<file path="src/rtl/axi_lite_cmd_master_pkg.sv">
// Shared AXI4-Lite definitions for the command master: response codes,
// fixed bus geometry and the completion record returned to the command side.
package axi_lite_cmd_master_pkg;

    localparam int AXIL_DATA_WIDTH = 64;
    localparam int AXIL_STRB_WIDTH = AXIL_DATA_WIDTH / 8;
    localparam logic [2:0] AXI_PROT_DEFAULT = 3'b000;

    typedef enum logic [1:0] {
        AXI_RESP_OKAY   = 2'b00,
        AXI_RESP_EXOKAY = 2'b01,
        AXI_RESP_SLVERR = 2'b10,
        AXI_RESP_DECERR = 2'b11
    } axi_resp_e;

    typedef struct packed {
        logic                       write;
        logic [AXIL_DATA_WIDTH-1:0] rdata;
        logic [1:0]                 resp;
    } cpl_t;

    function automatic cpl_t write_cpl(input logic [1:0] bresp);
        cpl_t c;
        c.write = 1'b1;
        c.rdata = '0;
        c.resp  = bresp;
        return c;
    endfunction

    function automatic cpl_t read_cpl(input logic [AXIL_DATA_WIDTH-1:0] rdata,
                                      input logic [1:0] rresp);
        cpl_t c;
        c.write = 1'b0;
        c.rdata = rdata;
        c.resp  = rresp;
        return c;
    endfunction

endpackage

</file>
<file path="src/rtl/axi_lite_cmd_master.sv">
// AXI4-Lite initiator with a single outstanding transaction: converts one
// valid/ready command into one AXI4-Lite write or read and returns a completion.
module axi_lite_cmd_master
    import axi_lite_cmd_master_pkg::*;
#(
    parameter int ADDR_WIDTH = 32,
    parameter int DATA_WIDTH = 64
) (
    input  logic                      m_axi_aclk,
    input  logic                      m_axi_aresetn,

    input  logic                      cmd_valid,
    output logic                      cmd_ready,
    input  logic                      cmd_write,
    input  logic [ADDR_WIDTH-1:0]     cmd_addr,
    input  logic [DATA_WIDTH-1:0]     cmd_wdata,
    input  logic [DATA_WIDTH/8-1:0]   cmd_wstrb,

    output logic                      rsp_valid,
    input  logic                      rsp_ready,
    output logic                      rsp_write,
    output logic [DATA_WIDTH-1:0]     rsp_rdata,
    output logic [1:0]                rsp_resp,
    output logic                      busy,

    output logic                      m_axi_awvalid,
    input  logic                      m_axi_awready,
    output logic [ADDR_WIDTH-1:0]     m_axi_awaddr,
    output logic [2:0]                m_axi_awprot,
    output logic                      m_axi_wvalid,
    input  logic                      m_axi_wready,
    output logic [DATA_WIDTH-1:0]     m_axi_wdata,
    output logic [DATA_WIDTH/8-1:0]   m_axi_wstrb,
    input  logic                      m_axi_bvalid,
    output logic                      m_axi_bready,
    input  logic [1:0]                m_axi_bresp,
    output logic                      m_axi_arvalid,
    input  logic                      m_axi_arready,
    output logic [ADDR_WIDTH-1:0]     m_axi_araddr,
    output logic [2:0]                m_axi_arprot,
    input  logic                      m_axi_rvalid,
    output logic                      m_axi_rready,
    input  logic [DATA_WIDTH-1:0]     m_axi_rdata,
    input  logic [1:0]                m_axi_rresp
);

    generate
        if (DATA_WIDTH != AXIL_DATA_WIDTH) begin : g_bad_width
            $error("axi_lite_cmd_master: DATA_WIDTH must be 64");
        end
    endgenerate

    localparam logic [2:0] ST_IDLE    = 3'd0;
    localparam logic [2:0] ST_WR_REQ  = 3'd1;
    localparam logic [2:0] ST_WR_RESP = 3'd2;
    localparam logic [2:0] ST_RD_REQ  = 3'd3;
    localparam logic [2:0] ST_RD_DATA = 3'd4;
    localparam logic [2:0] ST_CPL     = 3'd5;

    logic [2:0]              state;
    logic                    aw_done;
    logic                    w_done;
    logic [ADDR_WIDTH-1:0]   addr_q;
    logic [DATA_WIDTH-1:0]   wdata_q;
    logic [DATA_WIDTH/8-1:0] wstrb_q;
    cpl_t                    cpl_q;

    logic cmd_accept;
    logic aw_hs;
    logic w_hs;

    assign cmd_accept = cmd_valid && cmd_ready;
    assign aw_hs      = m_axi_awvalid && m_axi_awready;
    assign w_hs       = m_axi_wvalid && m_axi_wready;

    // AW and W complete independently; the done flags retire each channel's
    // valid on its own handshake and the write moves on once both are in.
    always_ff @(posedge m_axi_aclk) begin
        if (!m_axi_aresetn) begin
            state   <= ST_IDLE;
            aw_done <= 1'b0;
            w_done  <= 1'b0;
            cpl_q   <= '0;
        end else begin
            case (state)
                ST_IDLE: begin
                    if (cmd_accept) begin
                        state   <= cmd_write ? ST_WR_REQ : ST_RD_REQ;
                        aw_done <= 1'b0;
                        w_done  <= 1'b0;
                    end
                end
                ST_WR_REQ: begin
                    if (aw_hs) aw_done <= 1'b1;
                    if (w_hs)  w_done  <= 1'b1;
                    if ((aw_done || aw_hs) && (w_done || w_hs)) state <= ST_WR_RESP;
                end
                ST_WR_RESP: begin
                    if (m_axi_bvalid) begin
                        cpl_q <= write_cpl(m_axi_bresp);
                        state <= ST_CPL;
                    end
                end
                ST_RD_REQ: begin
                    if (m_axi_arready) state <= ST_RD_DATA;
                end
                ST_RD_DATA: begin
                    if (m_axi_rvalid) begin
                        cpl_q <= read_cpl(m_axi_rdata, m_axi_rresp);
                        state <= ST_CPL;
                    end
                end
                ST_CPL: begin
                    if (rsp_ready) state <= ST_IDLE;
                end
                default: state <= ST_IDLE;
            endcase
        end
    end

    // Command payload only changes on accept, so it stays stable for the
    // whole time any request valid is high.
    always_ff @(posedge m_axi_aclk) begin
        if (!m_axi_aresetn) begin
            addr_q  <= '0;
            wdata_q <= '0;
            wstrb_q <= '0;
        end else if (cmd_accept) begin
            addr_q  <= cmd_addr;
            wdata_q <= cmd_wdata;
            wstrb_q <= cmd_wstrb;
        end
    end

    assign cmd_ready     = (state == ST_IDLE);
    assign busy          = (state != ST_IDLE);

    assign m_axi_awvalid = (state == ST_WR_REQ) && !aw_done;
    assign m_axi_wvalid  = (state == ST_WR_REQ) && !w_done;
    assign m_axi_bready  = (state == ST_WR_RESP);
    assign m_axi_arvalid = (state == ST_RD_REQ);
    assign m_axi_rready  = (state == ST_RD_DATA);

    assign m_axi_awaddr  = addr_q;
    assign m_axi_araddr  = addr_q;
    assign m_axi_wdata   = wdata_q;
    assign m_axi_wstrb   = wstrb_q;
    assign m_axi_awprot  = AXI_PROT_DEFAULT;
    assign m_axi_arprot  = AXI_PROT_DEFAULT;

    assign rsp_valid     = (state == ST_CPL);
    assign rsp_write     = cpl_q.write;
    assign rsp_rdata     = cpl_q.rdata;
    assign rsp_resp      = cpl_q.resp;

endmodule

</file>
<file path="config.mk">
export PLATFORM = sky130hd
export DESIGN_NAME = axi_lite_cmd_master
export DESIGN_NICKNAME = d
export VERILOG_FILES = /design/src/rtl/axi_lite_cmd_master_pkg.sv /design/src/rtl/axi_lite_cmd_master.sv
export SDC_FILE = /design/constraint.sdc
export NUM_CORES = 1
export LEC_CHECK = 0
export BUFFER_PORTS_ARGS = -buffer_cell sky130_fd_sc_hd__buf_2
export CAP_MARGIN = 10
export CORE_AREA = 2 2 154 156
export CTS_BUF_LIST = sky130_fd_sc_hd__clkbuf_2
export CTS_CLUSTER_DIAMETER = 80
export DETAILED_ROUTE_END_ITERATION = 8
export DIE_AREA = 0 0 156 158
export HOLD_SLACK_MARGIN = 0.05
export SLEW_MARGIN = 20
export SYNTH_ARGS = -nofsm -noshare
export SYNTH_HDL_FRONTEND = slang
export SYNTH_SLANG_ARGS = --single-unit
</file>
<file path="constraint.sdc">
create_clock -name m_axi_aclk -period 2.5 [get_ports m_axi_aclk]
set_input_delay 0.5 -clock m_axi_aclk [delete_from_list [all_inputs] [get_ports m_axi_aclk]]
set_output_delay 0.5 -clock m_axi_aclk [all_outputs]
set_load 0.02 [all_outputs]
</file>
==> reports/metrics.cfg, run 1 <==
[detailed_routing]
totalWireLength_um=22900
via_per_inst=4.50
drt-initial-drc-count=412
drc=0
drt_first_pass_iters=5
dr_total_vias=7123
detail-route-antenna-nets=0
wl_per_cell_um=14.5

[setup_path]
crit_required_ns=2.00
critPathSlowestCell=dfxtp_4
crit_type=flop to primary output
reg2regPathDepth=6
worstPathMaxFanout=9
slowest_delay_ns=0.45
cpMostUsedCell=buf_4
critPathArrivalTime_ns=1.86
crit_chain=buf_4 -> nor3b_1 -> buf_4 -> buf_2
crit_path_start=state[1]$_SDFFE_PN0P_
end_kind=primary output
start_kind=flop
rr_startpoint=state[1]$_SDFFE_PN0P_

[clock_tree]
cts_buffers=17
numClockSinks=176
cts_tree=done
clockBufferDepth=2
root_buffer=clkbuf_2
clk_pin_slew_ns=0.27
htree_levels=4
insertion_delay_ns=0.73

[sta]
hold_slack_ns=0.186
min_period_ns=2.36
drv_slew=0
finalHoldViolCount=0
finClkSkew_ns=0.0457
rsz0062_at_grt=true
fin_crit_sh_pct=94.3
slew_headroom_pct=56.7
tightest_slew_ns=0.647
setup_violations=0
max_freq_mhz=424

[power_and_ir_drop]
p_clk_share_pct=17.3
seq_power_share_pct=39.3
p_sw_share_pct=41.9
max-vdd-ir-drop_v=0.000376
p_leak_nw=5.04
internal_power_mw=5.35
power_mw=9.21
switchingPower_mw=3.86
comb_power_share_pct=43.4
power.density_nw_per_um2=840

[place]
numPortBuffers=392
dp_hpwl_um=15100
place.gp.congestion=0.803

[layout]
seq_area_um2=3530
finalNetCount=1462
n_fill_cell=2188
multi_input_area_um2=2830
syn2layout_area_growth_pct=58.8
drive_gt1_share_pct=35.4

[hold_path]
hp-start=m_axi_aresetn
hold_class=primary input to flop
hold_depth=2

[die]
fp-row-count=56
ios=399
die_w_um=156
initial_core_util_pct=29.9
die_area_um2=24600
core_um2=23100
die_height_um=158

[yosys]
yosysWarningCount=0
syn-instance-count=768
synth.ff_latch_count=176
syn_avg_cell_area_um2=8.99
ys_seq_area_share_pct=51.1
syn_area_um2=6900
ys_types=35

[status]
outcome=complete, no violations

[grt]
first_global_vias=6843
busiest_layer=met2
grt_max_degree=86
met2_usage_pct=31.3
grtUsageMet3_pct=4.13
grt_pass1_wl_um=34200
grt_remaining_overflow=0
grtUsageMet1_pct=20.2
antenna_found_initial=2
grt_usage_pct=17.4

[job]
drv_cap=0

==> cells in the mapped netlist <==
| cell | count | share of area [%] |
|---|---|---|
| a21boi_0 | 95 | 10 |
| a21boi_1 | 11 | 1.2 |
| a21oi_1 | 4 | 0.29 |
| a22oi_1 | 64 | 7.0 |
| and2_1 | 1 | 0.091 |
| and3_1 | 3 | 0.27 |
| buf_2 | 16 | 1.2 |
| buf_4 | 42 | 4.6 |
| buf_6 | 6 | 0.98 |
| clkbuf_1 | 33 | 1.8 |
| conb_1 | 1 | 0.054 |
| dfxtp_1 | 176 | 51 |
| inv_1 | 3 | 0.16 |
| mux2i_1 | 4 | 0.58 |
| nand2_1 | 215 | 12 |
| nand2b_1 | 2 | 0.18 |
| nand3b_1 | 2 | 0.22 |
| nand4_1 | 1 | 0.091 |
| nor2_1 | 5 | 0.27 |
| nor2b_1 | 65 | 5.9 |
| nor3_1 | 3 | 0.22 |
| nor3b_1 | 1 | 0.11 |
| nor3b_2 | 1 | 0.18 |
| nor4_1 | 1 | 0.091 |
| o211ai_1 | 1 | 0.11 |
| o211ai_2 | 1 | 0.18 |
| o21a_1 | 1 | 0.11 |
| o21ai_0 | 1 | 0.072 |
| o311ai_0 | 1 | 0.13 |
| o31ai_1 | 1 | 0.11 |
| or2_0 | 1 | 0.091 |
| or2_1 | 1 | 0.091 |
| or3_1 | 2 | 0.18 |
| or4b_1 | 2 | 0.29 |
| or4b_4 | 1 | 0.20 |
==> layout make-up <==
cell class	instances	area share, %
Clock inverter	14	1.60
Clock buffer	18	0.822
Antenna cell	1	0.0228
Tap cell	290	3.31
Inverter	3	0.103
Sequential cell	176	32.3
Timing Repair Buffer	585	36.0
Multi-Input combinational cell	497	25.9
==> repair_timing <==
action,in CTS,in global routing
hold buffers,171,0
resized for setup,10,2
buffers inserted,2,4
pin swaps,1,0
hold endpoints to repair,171,0
setup endpoints to repair,6,4
cloned,0,0
==> registers in the layout, summed over array words and instances, names as in the netlist <==
register and count:
aw_done 1, rsp_write 1, w_done 1, m_axi_araddr 32, m_axi_wstrb 8, rsp_rdata 64
rsp_resp 2, state 3, m_axi_wdata 64
==> placed cells by master (no fill, tap or decap), drive strengths merged <==
cell type    count
and3             3
clkinvlp         4
or2              2
clkbuf          18
or4b             3
nand4            1
nor3b            2
buf            414
dlygate4sd3    171
clkinv           3
nor4             1
nand3b           2
nand2b           2
conb             6
diode            1
o311ai           1
nor3             3
nand2          215
o21a             1
dfxtp          176
a22oi           64
a21boi         106
bufinv           2
o31ai            1
o211ai           2
a21oi            4
mux2i            4
o21ai            1
nor2b           65
or3              2
inv              8
and2             1
nor2             5
==> metrics by stage <==
stage	cells	utilization [%]	setup WS (ns)	setup TNS (ns)	cell area, um^2
3_3_place_gp	1375	38.6	0.379	0	8910
6_report	1584	47.5	0.143	0	11000
3_5_place_dp	1375	38.6	0.365	0	8910
2_1_floorplan	773	-	0.504	0	6920
5_1_grt	1584	47.5	-0.0183	-0.0362	11000
4_1_cts	1579	47.4	0.0120	0	10900
==> path summary, 6_finish.rpt <==
| check | endpoint | slack (ns) |
|---|---|---|
| min | m_axi_wdata[14]$_SDFFE_PN0P_ | 0.19 |
| min reg2reg | m_axi_wdata[47]$_SDFFE_PN0P_ | 0.47 |
| max reg2reg | rsp_rdata[60]$_SDFFE_PN0P_ | 0.38 |
| max | m_axi_bready | 0.14 |
==> power groups by stage <==
stage	sequential [mW]	combinational, mW	clock [mW]
floorplan	4.19	1.93	0
global placement	3.64	3.68	0
detailed placement	3.65	3.71	0
CTS	3.61	3.96	1.69
global route	3.68	4.35	1.77
finish	3.61	4.00	1.60
==> critical path, delay by kind of cell, from the launching register on <==
kind	cells	cell delay [ns]
buffers and inverters	3	0.51
DFF	1	0.45
and+or+nand+nor	1	0.21
==> routing by layer <==
metal | share of wire (%) | wire, um
met1 | 42 | 9610
met2 | 51 | 11600
met3 | 5.4 | 1240
met4 | 2.0 | 453
met5 | 0.057 | 13
==> cells by family after synthesis <==
kind of cell,Yosys count,share of synthesized area (%)
AO/OA/AOI/OAI,180,19.5
other,1,0.0543
AND/OR/NAND/NOR,307,20.2
multiplexers,4,0.580
flip-flops,176,51.1
buffers and inverters,100,8.67
No activity file was read; power rests on OpenSTA's default activity.
==> inputs of run 2 (changes only) <==
REMOVE_ABC_BUFFERS = 1   (was default)
SKIP_LAST_GASP = 1   (was default)
==> run 2 against run 1 <==
Hold slack worse by 0.028 ns. Wire length down 0.71%. Die area unchanged. Critical endpoint is now m_axi_wvalid. Worst setup slack better by 0.031 ns. Utilization down 0.21 points.
==> reports/metrics.cfg, run 2 (synthesized netlist as in run 1, its figures left out) <==
[status]
outcome=complete, no violations  ; unchanged

[sta]
drv_slew=0  ; unchanged
finalHoldViolCount=0  ; unchanged
rsz0062_at_grt=false  ; was true
fin_crit_sh_pct=93.0  ; was 94.3%
max_freq_mhz=430  ; was 424 MHz
min_period_ns=2.33  ; was 2.36 ns
setup_violations=0  ; unchanged
finClkSkew_ns=0.0458  ; was 0.0457 ns

[grt]
antenna_found_initial=1  ; was 2
grt_remaining_overflow=0  ; unchanged
first_global_vias=6407  ; was 6843
grt_max_degree=86  ; unchanged
grt_pass1_wl_um=33300  ; was 34200 um
grt_usage_pct=17.0  ; was 17.4%

[setup_path]
timing.rr.end=rsp_rdata[12]$_SDFFE_PN0P_  ; was rsp_rdata[60]$_SDFFE_PN0P_
crit_required_ns=2.00  ; about the same
critPathArrivalTime_ns=1.83  ; was 1.86 ns
reg2regPathDepth=7  ; was 6
start_kind=flop  ; unchanged
crit_type=flop to primary output  ; unchanged
r2r_setup_slack_ns=0.43  ; was 0.38 ns
rr_startpoint=state[0]$_SDFFE_PN0P_  ; was state[1]$_SDFFE_PN0P_
worstPathMaxFanout=3  ; was 9
end_kind=primary output  ; unchanged

[place]
placed_area_um2=8850  ; was 8910 um^2
place.gp.congestion=0.743  ; was 0.803
dp_hpwl_um=14600  ; was 15100 um
numPortBuffers=392  ; unchanged

[clock_tree]
cts_buffers=17  ; unchanged
cts_tree=done  ; unchanged
root_buffer=clkbuf_2  ; unchanged
htree_levels=4  ; unchanged
clockBufferDepth=2  ; unchanged
numClockSinks=176  ; unchanged
clk_pin_slew_ns=0.25  ; was 0.27 ns
insertion_delay_ns=0.71  ; was 0.73 ns

[layout]
finalNetCount=1457  ; was 1462
drive_gt1_share_pct=35.0  ; was 35.4%
final_common_cell=buf_2  ; unchanged
syn2layout_area_growth_pct=58.1  ; was 58.8%
layout_common_cells=390 x buf_2, 214 x nand2_1, 173 x dfxtp_1  ; unchanged
fin_util_pct=47.3  ; was 47.5%
stdcell_area_um2=10900  ; was 11000 um^2

[detailed_routing]
drt-initial-drc-count=383  ; was 412
dr_total_vias=7023  ; was 7123
drc=0  ; unchanged
via_per_inst=4.45  ; was 4.50
totalWireLength_um=22700  ; was 22900 um
detail-route-antenna-nets=0  ; unchanged
wl_per_cell_um=14.4  ; was 14.5 um
drt_first_pass_iters=6  ; was 5

[power_and_ir_drop]
power.density_nw_per_um2=833  ; was 840 nW/um^2
p_leak_nw=5.02  ; was 5.04 nW
power_mw=9.09  ; was 9.21 mW
max-vdd-ir-drop_v=0.000437  ; was 0.000376 V

[hold_path]
hold_depth=3  ; was 2
hp-start=m_axi_rdata[0]  ; was m_axi_aresetn
hold_end=rsp_rdata[0]$_SDFFE_PN0P_  ; was m_axi_wdata[14]$_SDFFE_PN0P_
hold_class=primary input to flop  ; unchanged

[die]
fp-row-count=56  ; unchanged
die_w_um=156  ; unchanged
die_height_um=158  ; unchanged
ios=399  ; unchanged
die_area_um2=24600  ; unchanged
initial_core_util_pct=29.9  ; unchanged
core_um2=23100  ; unchanged

[job]
drv_cap=0  ; unchanged

run 2: cell count changes in the layout (fill, tap and decap cells not counted), sizes merged:
cell,previous run,this run
buf,414,409
clkbuf,18,20
clkinv,3,2
clkinvlp,4,3
run 2: how the worst max path moves through the flow:
| stage | from | endpoint | slack (ns) | depth (start not counted) |
|---|---|---|---|---|
| after floorplan | state[2]$_SDFFE_PN0P_ | m_axi_araddr[0]$_SDFFE_PN0P_ | -0.77 | 4 |
| after detailed placement | state[2]$_SDFFE_PN0P_ | rsp_rdata[17]$_SDFFE_PN0P_ | 0.47 | 5 |
| after global routing | state[2]$_SDFFE_PN0P_ | m_axi_wvalid | 0.0004 | 3 |
| final | state[2]$_SDFFE_PN0P_ | m_axi_wvalid | 0.17 | 3 |
| after global placement | state[2]$_SDFFE_PN0P_ | rsp_rdata[34]$_SDFFE_PN0P_ | 0.50 | 5 |
| after CTS | state[1]$_SDFFE_PN0P_ | m_axi_wvalid | 0.0005 | 3 |
run 2: repair_timing:
item | 4_1_cts | 5_1_grt
gates resized for setup | 8 | 1
pin swaps | 0 | 1
endpoints found under the hold margin | 170 | 10
buffers inserted | 6 | 2
hold buffers | 170 | 1
endpoints found under the setup margin | 3 | 2
run 2: layout make-up:
cell class,instances,area [um^2]
timing repair buffer,580,3920
tap,290,363
sequential,176,3530
multi-input combinational,497,2830
antenna,1,2.50
clock buffer,20,100
inverter,3,11.3
fill,2205,12100
clock inverter,12,149
run 2: layer usage:
layer | part of all wire (%) | track usage [%] | vias up | wire (um)
met1 | 43 | 20.3 | 3225 | 9750
li1 | - | - | 3512 | -
met4 | 1.6 | 5.02 | 0 | 364
met5 | 0 | 0 | - | 0
met3 | 6.2 | 4.19 | 18 | 1420
met2 | 49 | 30.4 | 268 | 11200
run 2: report_power, final:
| group | internal (mW) | leakage, nW | switching (mW) |
|---|---|---|---|
| Combinational | 1.49 | 3.44 | 2.44 |
| Clock | 0.496 | 0.146 | 1.07 |
| Sequential | 3.31 | 1.44 | 0.284 |
| Total | 5.30 | 5.02 | 3.79 |
run 2: critical path: stages (launching register included):
cell and delay (ns):
dfxtp_4 0.41, or4b_1 0.55, inv_1 0.07, buf_4 0.13
run 2: through the flow:
stage	setup TNS [ns]	worst slack (ns)	instances	hold WS, ns
floorplan	-89.31	-0.774	676	0.432
global placement	0	0.499	1367	0.435
detailed placement	0	0.471	1367	0.445
CTS	0	0.000548	1575	0.0577
global route	0	0.000444	1579	0.0623
finish	0	0.174	1579	0.158
